## config.mk

```make
export PLATFORM = sky130hd
export DESIGN_NAME = rom_read_sequencer_flat
export DESIGN_NICKNAME = d
export VERILOG_FILES = /design/src/rtl/rom_read_sequencer_pkg.sv /design/src/rtl/rom_read_sequencer_if.sv /design/src/rtl/rom_read_sequencer_stream_buf2.sv /design/src/rtl/rom_read_sequencer.sv /design/src/flat_wrapper.sv
export SDC_FILE = /design/constraint.sdc
export NUM_CORES = 1
export LEC_CHECK = 0
export CELL_PAD_IN_SITES_DETAIL_PLACEMENT = 2
export CELL_PAD_IN_SITES_GLOBAL_PLACEMENT = 2
export CORE_UTILIZATION = 34
export DETAILED_ROUTE_END_ITERATION = 8
export PLACE_DENSITY = 0.74
export SLEW_MARGIN = 10
export SYNTH_ARGS = -nofsm -noshare
export SYNTH_HDL_FRONTEND = slang
export SYNTH_SLANG_ARGS = --single-unit
```

## constraint.sdc

```tcl
create_clock -name clk -period 1.7 [get_ports clk]
set_input_delay 0.51 -clock clk [delete_from_list [all_inputs] [get_ports clk]]
set_output_delay 0.51 -clock clk [all_outputs]
set_load 0.02 [all_outputs]
```

## src/rtl/rom_read_sequencer_pkg.sv

```systemverilog
// Shared constants for the ROM read sequencer and the lookup ROM it feeds.
// Keeping the geometry here means the ROM and the sequencer always agree.
package rom_read_sequencer_pkg;

  localparam int ADDR_W = 1;
  localparam int DATA_W = 4;
  localparam int DEPTH  = 2;

  localparam logic [ADDR_W:0] DEPTH_W = (ADDR_W + 1)'(DEPTH);

  typedef enum logic [1:0] {
    IDLE  = 2'd0,
    RUN   = 2'd1,
    DRAIN = 2'd2
  } state_t;

  // Requests larger than the ROM are clamped to the full ROM.
  function automatic logic [ADDR_W:0] sat_count(input logic [ADDR_W:0] c);
    return (c > DEPTH_W) ? DEPTH_W : c;
  endfunction

endpackage

```

## src/rtl/rom_read_sequencer_if.sv

```systemverilog
// Control, ROM-side and stream-side signals of the ROM read sequencer.
// The master modport is the sequencer; the slave modport is its surroundings.
interface rom_read_sequencer_if
  import rom_read_sequencer_pkg::*;
();

  logic              start;
  logic [ADDR_W:0]   count;
  logic              busy;
  logic              done;
  logic [ADDR_W-1:0] rom_addr;
  logic [DATA_W-1:0] rom_q;
  logic [DATA_W-1:0] out_data;
  logic              out_valid;
  logic              out_ready;

  modport master (
    input  start, count, rom_q, out_ready,
    output busy, done, rom_addr, out_data, out_valid
  );

  modport slave (
    output start, count, rom_q, out_ready,
    input  busy, done, rom_addr, out_data, out_valid
  );

endinterface

```

## src/rtl/rom_read_sequencer_stream_buf2.sv

```systemverilog
// Two-entry FIFO that soaks up the ROM read latency under backpressure.
// Simultaneous push and pop keep the occupancy and preserve order.
module stream_buf2 #(
  parameter int WIDTH = 4
) (
  input  logic             clk,
  input  logic             rst_n,
  input  logic             push,
  input  logic [WIDTH-1:0] push_data,
  input  logic             pop,
  output logic [WIDTH-1:0] head,
  output logic [1:0]       count
);

  logic       wr_ptr_reg;
  logic       rd_ptr_reg;
  logic [1:0] count_reg;

  genvar gi;
  generate
    for (gi = 0; gi < 2; gi++) begin : g_entry
      logic [WIDTH-1:0] entry_reg;

      always_ff @(posedge clk or negedge rst_n) begin
        if (!rst_n) begin
          entry_reg <= '0;
        end else if (push && (wr_ptr_reg == 1'(gi))) begin
          entry_reg <= push_data;
        end
      end
    end
  endgenerate

  always_ff @(posedge clk or negedge rst_n) begin
    if (!rst_n) begin
      wr_ptr_reg <= 1'b0;
      rd_ptr_reg <= 1'b0;
      count_reg  <= 2'd0;
    end else begin
      if (push) wr_ptr_reg <= ~wr_ptr_reg;
      if (pop)  rd_ptr_reg <= ~rd_ptr_reg;
      case ({push, pop})
        2'b10:   count_reg <= count_reg + 2'd1;
        2'b01:   count_reg <= count_reg - 2'd1;
        default: count_reg <= count_reg;
      endcase
    end
  end

  assign head  = rd_ptr_reg ? g_entry[1].entry_reg : g_entry[0].entry_reg;
  assign count = count_reg;

endmodule

```

## src/rtl/rom_read_sequencer.sv

```systemverilog
// Walks ROM addresses 0..count-1 and streams the returned words downstream.
// Issue credits (buffered + in flight) never exceed the two buffer slots.
module rom_read_sequencer
  import rom_read_sequencer_pkg::*;
(
  input  logic                 clk,
  input  logic                 rst_n,
  rom_read_sequencer_if.master bus
);

  localparam logic [ADDR_W:0] ONE_W = (ADDR_W + 1)'(1);

  state_t            state_reg;
  logic [ADDR_W:0]   remaining_reg;
  logic [ADDR_W:0]   issues_left_reg;
  logic [ADDR_W-1:0] addr_reg;
  logic              pending_reg;
  logic              busy_reg;
  logic              done_reg;

  logic [1:0]        buf_count;
  logic [DATA_W-1:0] buf_head;
  logic              out_valid;
  logic              issue;
  logic              pop;

  assign out_valid = (buf_count != 2'd0);
  assign pop       = out_valid && bus.out_ready;

  // The ROM samples addr_reg on every edge, so an issue is simply a cycle in
  // which the address is held and a free slot is reserved for its word.
  assign issue = (state_reg == RUN) && (issues_left_reg != '0) &&
                 ((3'(buf_count) + 3'(pending_reg)) < 3'd2);

  always_ff @(posedge clk or negedge rst_n) begin
    if (!rst_n) begin
      state_reg       <= IDLE;
      remaining_reg   <= '0;
      issues_left_reg <= '0;
      addr_reg        <= '0;
      pending_reg     <= 1'b0;
      busy_reg        <= 1'b0;
      done_reg        <= 1'b0;
    end else begin
      done_reg    <= 1'b0;
      pending_reg <= issue;
      if (pop) remaining_reg <= remaining_reg - ONE_W;

      case (state_reg)
        IDLE: begin
          if (bus.start) begin
            if (bus.count == '0) begin
              done_reg <= 1'b1;
            end else begin
              remaining_reg   <= sat_count(bus.count);
              issues_left_reg <= sat_count(bus.count);
              addr_reg        <= '0;
              busy_reg        <= 1'b1;
              state_reg       <= RUN;
            end
          end
        end
        RUN: begin
          if (issue) begin
            issues_left_reg <= issues_left_reg - ONE_W;
            addr_reg        <= addr_reg + ADDR_W'(1);
            if (issues_left_reg == ONE_W) state_reg <= DRAIN;
          end
        end
        DRAIN: begin
          // All words are issued; finish on the handshake of the last one.
          if (pop && (remaining_reg == ONE_W)) begin
            done_reg  <= 1'b1;
            busy_reg  <= 1'b0;
            state_reg <= IDLE;
          end
        end
        default: state_reg <= IDLE;
      endcase
    end
  end

  stream_buf2 #(
    .WIDTH (DATA_W)
  ) u_buf (
    .clk       (clk),
    .rst_n     (rst_n),
    .push      (pending_reg),
    .push_data (bus.rom_q),
    .pop       (pop),
    .head      (buf_head),
    .count     (buf_count)
  );

  assign bus.rom_addr  = addr_reg;
  assign bus.out_data  = buf_head;
  assign bus.out_valid = out_valid;
  assign bus.busy      = busy_reg;
  assign bus.done      = done_reg;

endmodule

```

## src/flat_wrapper.sv

```systemverilog
// flat-port wrapper written by rule: the top's interface ports become plain ports
module rom_read_sequencer_flat import rom_read_sequencer_pkg::*;
  (clk, rst_n, bus_start, bus_count, bus_rom_q, bus_out_ready, bus_busy, bus_done, bus_rom_addr, bus_out_data, bus_out_valid);
  rom_read_sequencer_if bus_i ();
  input  logic clk;
  input  logic rst_n;
  input wire logic [$bits(bus_i.start)-1:0] bus_start;
  input wire logic [$bits(bus_i.count)-1:0] bus_count;
  input wire logic [$bits(bus_i.rom_q)-1:0] bus_rom_q;
  input wire logic [$bits(bus_i.out_ready)-1:0] bus_out_ready;
  output wire logic [$bits(bus_i.busy)-1:0] bus_busy;
  output wire logic [$bits(bus_i.done)-1:0] bus_done;
  output wire logic [$bits(bus_i.rom_addr)-1:0] bus_rom_addr;
  output wire logic [$bits(bus_i.out_data)-1:0] bus_out_data;
  output wire logic [$bits(bus_i.out_valid)-1:0] bus_out_valid;
  assign bus_i.start = bus_start;
  assign bus_i.count = bus_count;
  assign bus_i.rom_q = bus_rom_q;
  assign bus_i.out_ready = bus_out_ready;
  assign bus_busy = bus_i.busy;
  assign bus_done = bus_i.done;
  assign bus_rom_addr = bus_i.rom_addr;
  assign bus_out_data = bus_i.out_data;
  assign bus_out_valid = bus_i.out_valid;
  rom_read_sequencer u_core (.clk(clk), .rst_n(rst_n), .bus(bus_i));
endmodule
```

==> out/metrics.yaml <==
die:
  rows: 19
  die_w_um: 58.0
  die-area_mm2: 0.00336
  ios: 18
  fp.dieH_um: 58.0
  start_util_pct: 37.3
  coreArea_mm2: 0.00285
sta:
  rsz0062_at_grt: "true"
  max_clock_freq_mhz: 573
  hold_viol: 0
  fin_ws_ns: -0.0438
  slew_headroom_pct: 70.8
  min_period_ns: 1.74
  setup_tns_ns: -0.169
  slew_viol_final: 0
  tightest_slew_ns: 0.437
  setup_viol: 4
  min_period_over_period_pct: 103
  finClkSkew_ns: 0.00689
setup_path:
  cp-end-kind: "output port"
  cp-endpoint: "bus_out_data[1]"
  reg2reg_to: "u_core.issues_left_reg[0]$_DFFE_PN0P_"
  r2r_slack_ns: 0.18
  cp-startpoint: "u_core.u_buf.rd_ptr_reg$_DFFE_PN0P_"
  crit_type: "reg -> out"
  crit_path_start_kind: "flip-flop"
  worstReg2RegStart: "u_core.issues_left_reg[0]$_DFFE_PN0P_"
  worstPathRequired_ns: 1.19
  arrival_ns: 1.23
  reg2reg_depth: 5
  critPathMaxFanout: 5
run_status:
  violations: "DRC, setup timing"
  outcome: "finished with violations"
route:
  finalWirelength_um: 2460
  drtIter0Drc: 4
  num_vias: 775
  antenna_left: 0
  drc: 1
  drtPass1Iterations: 6
  post_drt_wl_per_cell_um: 16.7
  via_per_inst: 5.27
synth:
  syn_inst: 84
  synth.avg_cell_area_um2: 12.7
  syn_nets: 97
  synth_cell_types: 30
  synth_top_cell_by_area: "dfrtp_1"
  ys_ff_latch: 22
  yosysWarnings: 0
  yosys.area_share.adder_pct: 3.53
  synth.most_common_cell: "dfrtp_1"
  synth_top_family_by_area: "multiplexers"
  syn_area_mm2: 0.00106
  ys.flop_type: "dfrtp_1"
  yosys.area_share.simple_pct: 9.87
  synthTopCellsByArea: "dfrtp_1 52%, mux2_2 15%, ha_1 3.5%"
  synth_compound_area_share_pct: 12.8
  synth_xor_area_share_pct: 4.11
  yosys-top-cells-count: "22 x dfrtp_1, 14 x mux2_2, 6 x inv_1"
  yosys.area.top_type_share_pct: 51.7
  synthMuxAreaShare_pct: 14.8
  seq_area_frac_synth_pct: 51.7
  async_reset_ff_share_pct: 100
  synth_edf_count: 0
pwr:
  power_density_mw_per_mm2: 1990
  leakage_nw: 0.643
  peakVddDrop_mv: 0.707
worst_hold_path:
  hp-class: "reg -> reg"
clocking:
  clk_pin_slew_worst_paths_ns: 0.12
  cts_setup_buffers: 0
  h-tree-depth: 1
  clockBufferDepth: 2
  holdBufCountCts: 0
  root_buffer: "clkbuf_4"
  cts_buffers: 3
  worstSkewPairLatency_ns: 0.31
  cts_tree: "yes"
  ctsResizeCount: 33
  cts_sinks: 22
global_routing:
  antenna_found_initial: 0
  grt_pass1_wl_um: 4240
  met1_usage_pct: 20.0
  grt_max_degree: 23
  grt_pass1_vias: 893
  met3_usage_pct: 2.23
  grt.busiest_layer: "met2"
  overflow: 0
  grt_use_total_pct: 17.1
  grt_util_met2_pct: 31.4
cells_and_area:
  diodes: 0
  drive_gt1_share_pct: 37.1
  largest_reg_flops: 8
  final_nets: 130
  final_area_mm2: 0.00141
  syn_to_final_growth_pct: 32.4
placement:
  placed_cell_area_mm2: 0.00135
  dp_hpwl_um: 1790
  place_worst_setup_slack_ns: -0.282
  globalplace.congestion: 0.746
  io_buffers: 17
job:
  maxCapViolCount: 0
[kinds of logic after synthesis]
family / after synthesis
flip-flops: 22
AO/OA/AOI/OAI: 17
AND/OR/NAND/NOR: 16
multiplexers: 14
buffers and inverters: 7
XOR/XNOR: 5
adder cells (fa/ha/maj): 3
[per-stage QoR]
stage,total power (W),utilization [%],std cells,hold slack [ns]
detailed placement,0.00244,47.4,143,0.484
global route,0.00304,49.4,147,0.525
finish,0.00281,49.4,147,0.503
CTS,0.00278,48.8,147,0.503
global placement,0.00237,47.4,143,0.475
floorplan,0.00189,-,84,0.214
[critical path, cell delays in order, from the launching register on]
cell and delay, ns:
dfrtp_2 0.48, mux2_4 0.32, buf_6 0.13
[worst min path at each step]
stage,startpoint,to,slack [ns],cells past startpoint
6_report,u_core.bus.rom_addr$_DFFE_PN0P_,u_core.bus.rom_addr$_DFFE_PN0P_,0.50,1
5_1_grt,rst_n,u_core.u_buf.count[1]$_DFFE_PN0P_,0.53,2
4_1_cts,u_core.bus.rom_addr$_DFFE_PN0P_,u_core.bus.rom_addr$_DFFE_PN0P_,0.50,1
3_5_place_dp,u_core.bus.rom_addr$_DFFE_PN0P_,u_core.bus.rom_addr$_DFFE_PN0P_,0.48,1
3_3_place_gp,u_core.u_buf.wr_ptr_reg$_DFFE_PN0P_,u_core.u_buf.wr_ptr_reg$_DFFE_PN0P_,0.47,1
2_1_floorplan,rst_n,u_core.bus.busy$_DFFE_PN0P_,0.21,0
[per-layer routing]
layer,up-vias,part of all wire [%]
met4,0,1.9
met2,15,54
met3,5,2.8
li1,368,-
met5,-,0
met1,387,41
[power breakdown]
part	total [W]	switching, W	internal [W]
logic	0.00154	0.000683	0.000860
clock network	0.000289	0.000158	0.000131
registers	0.000977	0.000197	0.000780
total	0.00281	0.00104	0.00177
[cell type report]
class,count,area [µm²]
repair buffers,29,263
clock buffers,4,36.3
inverters,6,22.5
fillers,293,1440
multi-input cells,55,498
well taps,31,38.8
flip-flops and latches,22,552
[cell usage in the layout, fill, tap and decap left out, types with 3 or more instances in the layout]
master           synthesis  final
clkdlybuf4s50_1          0      9
dfrtp_1                 22     21
buf_4                    0     12
ha_1                     3      3
xor2_1                   3      3
buf_6                    1      5
dlygate4sd2_1            0      3
mux2_4                   0      4
a21oi_1                  4      4
mux2_2                  14     10
nor2_1                   3      3
inv_1                    6      6
clkbuf_4                 0      3
No activity file was read; power rests on OpenSTA's default activity.
